[config.mk]
export PLATFORM = sky130hd
export DESIGN_NAME = fe_request_buffer
export DESIGN_NICKNAME = d
export VERILOG_FILES = /design/src/rtl/fe_request_buffer.sv
export SDC_FILE = /design/constraint.sdc
export NUM_CORES = 1
export LEC_CHECK = 0
export BUFFER_PORTS_ARGS = -buffer_cell sky130_fd_sc_hd__buf_2
export CORE_UTILIZATION = 60
export DETAILED_ROUTE_END_ITERATION = 12
export PLACE_DENSITY = 0.85
export SLEW_MARGIN = 25
export SYNTH_ARGS = -nofsm -noshare
export SYNTH_HDL_FRONTEND = slang
export SYNTH_SLANG_ARGS = --single-unit
[constraint.sdc]
create_clock -name clk_i -period 4.8 [get_ports clk_i]
set_input_delay 0.96 -clock clk_i [delete_from_list [all_inputs] [get_ports clk_i]]
set_output_delay 0.96 -clock clk_i [all_outputs]
set_load 0.01 [all_outputs]
[src/rtl/fe_request_buffer.sv]
// fe_request_buffer
// Buffers requester transactions in a small FIFO and issues them one at a
// time to a cache front end, returning a one-cycle completion pulse with the
// read data, hit flag and request type. Keeps saturating hit/miss counters.
//
// Ports
//   clk_i, reset_i               clock, synchronous active-high reset
//   req_valid_i / req_ready_o    requester handshake
//   req_address_i, req_write_data_i, req_write_i   request fields
//   rsp_valid_o                  completion pulse
//   rsp_read_data_o, rsp_hit_o, rsp_write_o        completion fields (held)
//   cache_address_o, cache_write_data_o, cache_read_write_select_o
//                                cache request fields (held from issue)
//   cache_address_valid_o, cache_write_data_valid_o  one-cycle strobes
//   cache_port_ready_i, cache_read_data_i, cache_read_data_valid_i,
//   cache_write_done_i, cache_hit_i                 cache status
//   clear_stats_i                counter clear
//   hit_count_o, miss_count_o    saturating completion counters
module fe_request_buffer #(
  parameter int ADDRESS_WIDTH = 8,
  parameter int DATA_WIDTH    = 16,
  parameter int DEPTH         = 4
) (
  input  logic                     clk_i,
  input  logic                     reset_i,
  input  logic                     req_valid_i,
  output logic                     req_ready_o,
  input  logic [ADDRESS_WIDTH-1:0] req_address_i,
  input  logic [DATA_WIDTH-1:0]    req_write_data_i,
  input  logic                     req_write_i,
  output logic                     rsp_valid_o,
  output logic [DATA_WIDTH-1:0]    rsp_read_data_o,
  output logic                     rsp_hit_o,
  output logic                     rsp_write_o,
  output logic [ADDRESS_WIDTH-1:0] cache_address_o,
  output logic [DATA_WIDTH-1:0]    cache_write_data_o,
  output logic                     cache_read_write_select_o,
  output logic                     cache_address_valid_o,
  output logic                     cache_write_data_valid_o,
  input  logic                     cache_port_ready_i,
  input  logic [DATA_WIDTH-1:0]    cache_read_data_i,
  input  logic                     cache_read_data_valid_i,
  input  logic                     cache_write_done_i,
  input  logic                     cache_hit_i,
  input  logic                     clear_stats_i,
  output logic [15:0]              hit_count_o,
  output logic [15:0]              miss_count_o
);

  localparam int PTR_W = $clog2(DEPTH);
  localparam int CNT_W = $clog2(DEPTH + 1);

  typedef enum logic [1:0] {ST_IDLE, ST_ISSUE, ST_WAIT} state_t;

  // Request storage; entries are never reset, only pointers/count are.
  logic [ADDRESS_WIDTH-1:0] addr_mem [DEPTH];
  logic [DATA_WIDTH-1:0]    data_mem [DEPTH];
  logic                     we_mem   [DEPTH];

  logic [PTR_W-1:0] wr_ptr_reg, rd_ptr_reg;
  logic [CNT_W-1:0] count_reg;
  state_t           state_reg, state_next;

  logic push, pop, issue_fire, complete_fire;

  logic [ADDRESS_WIDTH-1:0] cache_address_reg;
  logic [DATA_WIDTH-1:0]    cache_write_data_reg;
  logic                     cache_rw_reg, addr_valid_reg, data_valid_reg;
  logic                     rsp_valid_reg, rsp_hit_reg, rsp_write_reg;
  logic [DATA_WIDTH-1:0]    rsp_read_data_reg;
  logic [15:0]              hit_count_reg, miss_count_reg;

  // Completion is signalled by cache_port_ready_i in WAIT; the per-type
  // done/valid qualifiers are not needed to sequence the buffer.
  logic unused_status;
  assign unused_status = cache_read_data_valid_i | cache_write_done_i;

  assign req_ready_o = (count_reg != CNT_W'(DEPTH));
  assign push        = req_valid_i && req_ready_o;

  // State register
  always_ff @(posedge clk_i) begin
    if (reset_i) state_reg <= ST_IDLE;
    else         state_reg <= state_next;
  end

  // Next-state logic
  always_comb begin
    state_next = state_reg;
    case (state_reg)
      ST_IDLE:  if (count_reg != '0 && cache_port_ready_i) state_next = ST_ISSUE;
      ST_ISSUE: state_next = ST_WAIT;
      ST_WAIT:  if (cache_port_ready_i) state_next = ST_IDLE;
      default:  state_next = ST_IDLE;
    endcase
  end

  // Output / event decode
  always_comb begin
    issue_fire    = (state_reg == ST_IDLE) && (count_reg != '0) && cache_port_ready_i;
    complete_fire = (state_reg == ST_WAIT) && cache_port_ready_i;
    pop           = complete_fire;
  end

  always_ff @(posedge clk_i) begin
    if (push) begin
      addr_mem[wr_ptr_reg] <= req_address_i;
      data_mem[wr_ptr_reg] <= req_write_data_i;
      we_mem[wr_ptr_reg]   <= req_write_i;
    end
  end

  always_ff @(posedge clk_i) begin
    if (reset_i) begin
      wr_ptr_reg <= '0;
      rd_ptr_reg <= '0;
      count_reg  <= '0;
    end else begin
      if (push) wr_ptr_reg <= wr_ptr_reg + 1'b1;
      if (pop)  rd_ptr_reg <= rd_ptr_reg + 1'b1;
      case ({push, pop})
        2'b10:   count_reg <= count_reg + 1'b1;
        2'b01:   count_reg <= count_reg - 1'b1;
        default: count_reg <= count_reg;
      endcase
    end
  end

  // Cache request fields: loaded from the head at issue, held until the next
  // issue. The held select bit also tells the completion whether it was a read.
  always_ff @(posedge clk_i) begin
    if (reset_i) begin
      cache_address_reg    <= '0;
      cache_write_data_reg <= '0;
      cache_rw_reg         <= 1'b0;
      addr_valid_reg       <= 1'b0;
      data_valid_reg       <= 1'b0;
    end else begin
      addr_valid_reg <= issue_fire;
      data_valid_reg <= issue_fire && we_mem[rd_ptr_reg];
      if (issue_fire) begin
        cache_address_reg    <= addr_mem[rd_ptr_reg];
        cache_write_data_reg <= data_mem[rd_ptr_reg];
        cache_rw_reg         <= we_mem[rd_ptr_reg];
      end
    end
  end

  always_ff @(posedge clk_i) begin
    if (reset_i) begin
      rsp_valid_reg     <= 1'b0;
      rsp_read_data_reg <= '0;
      rsp_hit_reg       <= 1'b0;
      rsp_write_reg     <= 1'b0;
    end else begin
      rsp_valid_reg <= complete_fire;
      if (complete_fire) begin
        if (!cache_rw_reg) rsp_read_data_reg <= cache_read_data_i;
        rsp_hit_reg   <= cache_hit_i;
        rsp_write_reg <= cache_rw_reg;
      end
    end
  end

  // Statistics: clear wins over a same-cycle increment.
  always_ff @(posedge clk_i) begin
    if (reset_i || clear_stats_i) begin
      hit_count_reg  <= '0;
      miss_count_reg <= '0;
    end else if (complete_fire) begin
      if (cache_hit_i) begin
        if (hit_count_reg != 16'hFFFF) hit_count_reg <= hit_count_reg + 16'd1;
      end else begin
        if (miss_count_reg != 16'hFFFF) miss_count_reg <= miss_count_reg + 16'd1;
      end
    end
  end

  assign cache_address_o           = cache_address_reg;
  assign cache_write_data_o        = cache_write_data_reg;
  assign cache_read_write_select_o = cache_rw_reg;
  assign cache_address_valid_o     = addr_valid_reg;
  assign cache_write_data_valid_o  = data_valid_reg;
  assign rsp_valid_o               = rsp_valid_reg;
  assign rsp_read_data_o           = rsp_read_data_reg;
  assign rsp_hit_o                 = rsp_hit_reg;
  assign rsp_write_o               = rsp_write_reg;
  assign hit_count_o               = hit_count_reg;
  assign miss_count_o              = miss_count_reg;

endmodule

==> run_results.csv <==
group,metric,value,unit
outcome,status,"finished clean",
floorplan,dieArea,0.0126,mm²
power_and_ir_drop,seqPwrFrac,51.6,%
synth,post_synth.cell_area_avg,12.6,µm²
global_routing,grt_overflow_total,0,
sta,slew_violations,0,
power_and_ir_drop,irDropWorstVdd,0.338,mV
detailed_routing,wl_per_cell,17.5,µm
place,hpwl,9750,µm
clock_tree,cts-root-buf,"clkbuf_16",
detailed_routing,dr.pass1.iters,7,
sta,tightestPinTransition,0.907,ns
floorplan,core,0.0117,mm²
synth,synth-edff-count,100,
detailed_routing,final_antenna_net_count,0,
run,maxCapViolCount,0,
clock_tree,clkLatencyLatePin,0.42,ns
sta,fin_ws,2.33,ns
clock_tree,clk_pin_slew,0.06,ns
synth,netlist_area,0.00731,mm²
synth,syn_inst,581,
critical_path,r2r_setup_slack,2.33,ns
detailed_routing,drt-total-wl,15100,µm
sta,fmax,405,MHz
synth,yosys.cell_types.count,45,
global_routing,grt_pass1_wl,24300,µm
sta,skew,0.00686,ns
synth,syn-num-nets,638,
sta,rsz0062_at_grt,"no",
global_routing,grt.total_usage,25.3,%
sta,timing.final.hold_violations,0,
clock_tree,numCtsBuffers,17,
power_and_ir_drop,switching_share,21.1,%
power_and_ir_drop,combPwrFrac,6.3,%
detailed_routing,vias,5116,
detailed_routing,viasPerCell,5.94,
sta,post-route-period-util,51.4,%
layout,top_regs,"data_mem (64), addr_mem (32)",
layout,syn2layout_area_growth,19.1,%
synth,async_flop_share,0,%
place,port_buffers,125,
synth,synth-seq-cells,189,
global_routing,antenna_found_initial,1,
sta,finalSetupViolations,0,
place,routabilityCongestion,0.855,
critical_path,endpoint_kind,"flop",
detailed_routing,drt_iter0_drc,606,
clock_tree,clockBufferDepth,2,
critical_path,arrival,2.81,ns
power_and_ir_drop,internal-power,2.76,mW
power_and_ir_drop,power_density,402,mW/mm²
synth,yosys_warnings,0,
clock_tree,cts_tree,"yes",
worst_hold_path,hold_depth,2,
critical_path,start_kind,"flop",
layout,diodes,0,
layout,layout_common_cells,"buf_2, nand2_1, edfxtp_1",
power_and_ir_drop,power_leakage,3.21,nW
floorplan,fp.dieW,112,µm
clock_tree,postCtsSetupBuffers,0,
critical_path,crit_fanout,6,
floorplan,ios,128,
layout,largest_reg_flops,64,
layout,n_fill_cell,749,
sta,tns,0,ns
layout,layout_commonest_cell,"buf_2",
critical_path,required,5.15,ns
critical_path,path_class,"flop to flop",
clock_tree,ctsHoldBuffers,0,
global_routing,grt_start_max_net_pins,62,
sta,relSlewSlack,39.0,%
power_and_ir_drop,switching_power,0.737,mW
global_routing,grt_pass1_vias,4959,
layout,fin_nets,762,
clock_tree,cts.sinks,189,
place,dp_slack,2.04,ns
layout,drive_gt1_share,27.2,%
critical_path,reg2regPathDepth,9,
detailed_routing,drc,0,
worst_hold_path,worstHoldPathType,"flop to flop",
floorplan,die_h,112,µm
floorplan,initial_utilization,62.7,%
power_and_ir_drop,clock_power_share,42.1,%
layout,largest_register,"data_mem",
synth,synth_ff_type,"edfxtp_1",
clock_tree,cts_resized,0,
sta,min_period,2.47,ns
synth,ys_seq_area_share,65.5,%
clock_tree,htreeDepth,4,
floorplan,std_cell_rows,39,
-- final timing paths --
| check | endpoint | startpoint |
|---|---|---|
| min | rsp_read_data_o[4]$_SDFFE_PP0P_ | rsp_read_data_o[4]$_SDFFE_PP0P_ |
| max | count_reg[2]$_SDFFE_PP0P_ | count_reg[2]$_SDFFE_PP0P_ |
| max reg2reg | count_reg[2]$_SDFFE_PP0P_ | count_reg[2]$_SDFFE_PP0P_ |
| min reg2reg | rsp_read_data_o[4]$_SDFFE_PP0P_ | rsp_read_data_o[4]$_SDFFE_PP0P_ |
-- power groups by stage --
stage | registers (mW) | clock network [mW] | logic, mW
2_1_floorplan | 1.84 | 0 | 0.123
3_3_place_gp | 1.84 | 0 | 0.210
3_5_place_dp | 1.84 | 0 | 0.219
4_1_cts | 1.81 | 1.49 | 0.221
5_1_grt | 1.81 | 1.55 | 0.242
6_report | 1.81 | 1.47 | 0.219
-- cell usage after synthesis, types with 6 or more instances --
| library cell | number | area, µm² |
|---|---|---|
| a21oi_1 | 66 | 330 |
| and3_1 | 8 | 50.1 |
| clkbuf_1 | 19 | 71.3 |
| dfxtp_1 | 89 | 1780 |
| edfxtp_1 | 100 | 3000 |
| ha_1 | 7 | 87.6 |
| inv_1 | 10 | 37.5 |
| mux2i_1 | 7 | 70.1 |
| mux4_2 | 25 | 563 |
| nand2_1 | 107 | 402 |
| nand3_1 | 8 | 40.0 |
| nand4_1 | 11 | 68.8 |
| nor2_1 | 22 | 82.6 |
| nor3_1 | 6 | 30.0 |
| o21ai_0 | 9 | 45.0 |
| o31ai_1 | 8 | 60.1 |
| or3_1 | 14 | 87.6 |
| or4_1 | 9 | 67.6 |
-- layer usage --
layer  share of wire [%]  global-route usage (%)  vias up  wire length (µm)
li1                    -                       -     2408                 -
met4                 1.5                    10.8        0               231
met1                  41                    31.3     2480              6160
met2                  52                    42.9      203              7790
met3                 6.1                    6.05       25               924
met5                   0                       0        -                 0
-- cell type report --
type                    count  area [µm²]  share of cell area, %
clock inverters            10         164                   1.88
flip-flops and latches    189        4790                   55.0
well taps                 143         179                   2.06
inverters                  11        41.3                  0.475
clock buffers              22         464                   5.34
repair buffers            132         678                   7.79
multi-input cells         354        2390                   27.4
-- worst max-delay path, cell delays in order (launching register included) --
cell and delay (ns):
dfxtp_1 0.37, or3b_1 0.45, and2_1 0.24, inv_1 0.11, ha_1 0.19, inv_1 0.07, fa_1 0.37, xor2_1 0.16
or3_1 0.30, a21oi_1 0.15
-- through the flow --
step	total power [mW]	area (µm²)	cells	hold slack, ns	util, %
finish	3.50	8700	861	0.451	74.6
global route	3.60	8700	861	0.474	74.6
CTS	3.51	8690	861	0.454	74.6
floorplan	1.96	7310	581	0.466	-
detailed placement	2.06	8070	829	0.445	69.2
global placement	2.05	8070	829	0.439	69.2
-- cells by family after synthesis --
| group | synth area share, % |
|---|---|
| muxes | 8.66 |
| xor gates and xnor gates | 0.719 |
| DFF | 65.5 |
| AOI/OAI and AO/OA | 7.91 |
| and+or+nand+nor | 13.8 |
| adders and majority gates | 1.47 |
| buffers and inverters | 2.00 |
(Power assumes the default switching activity.)
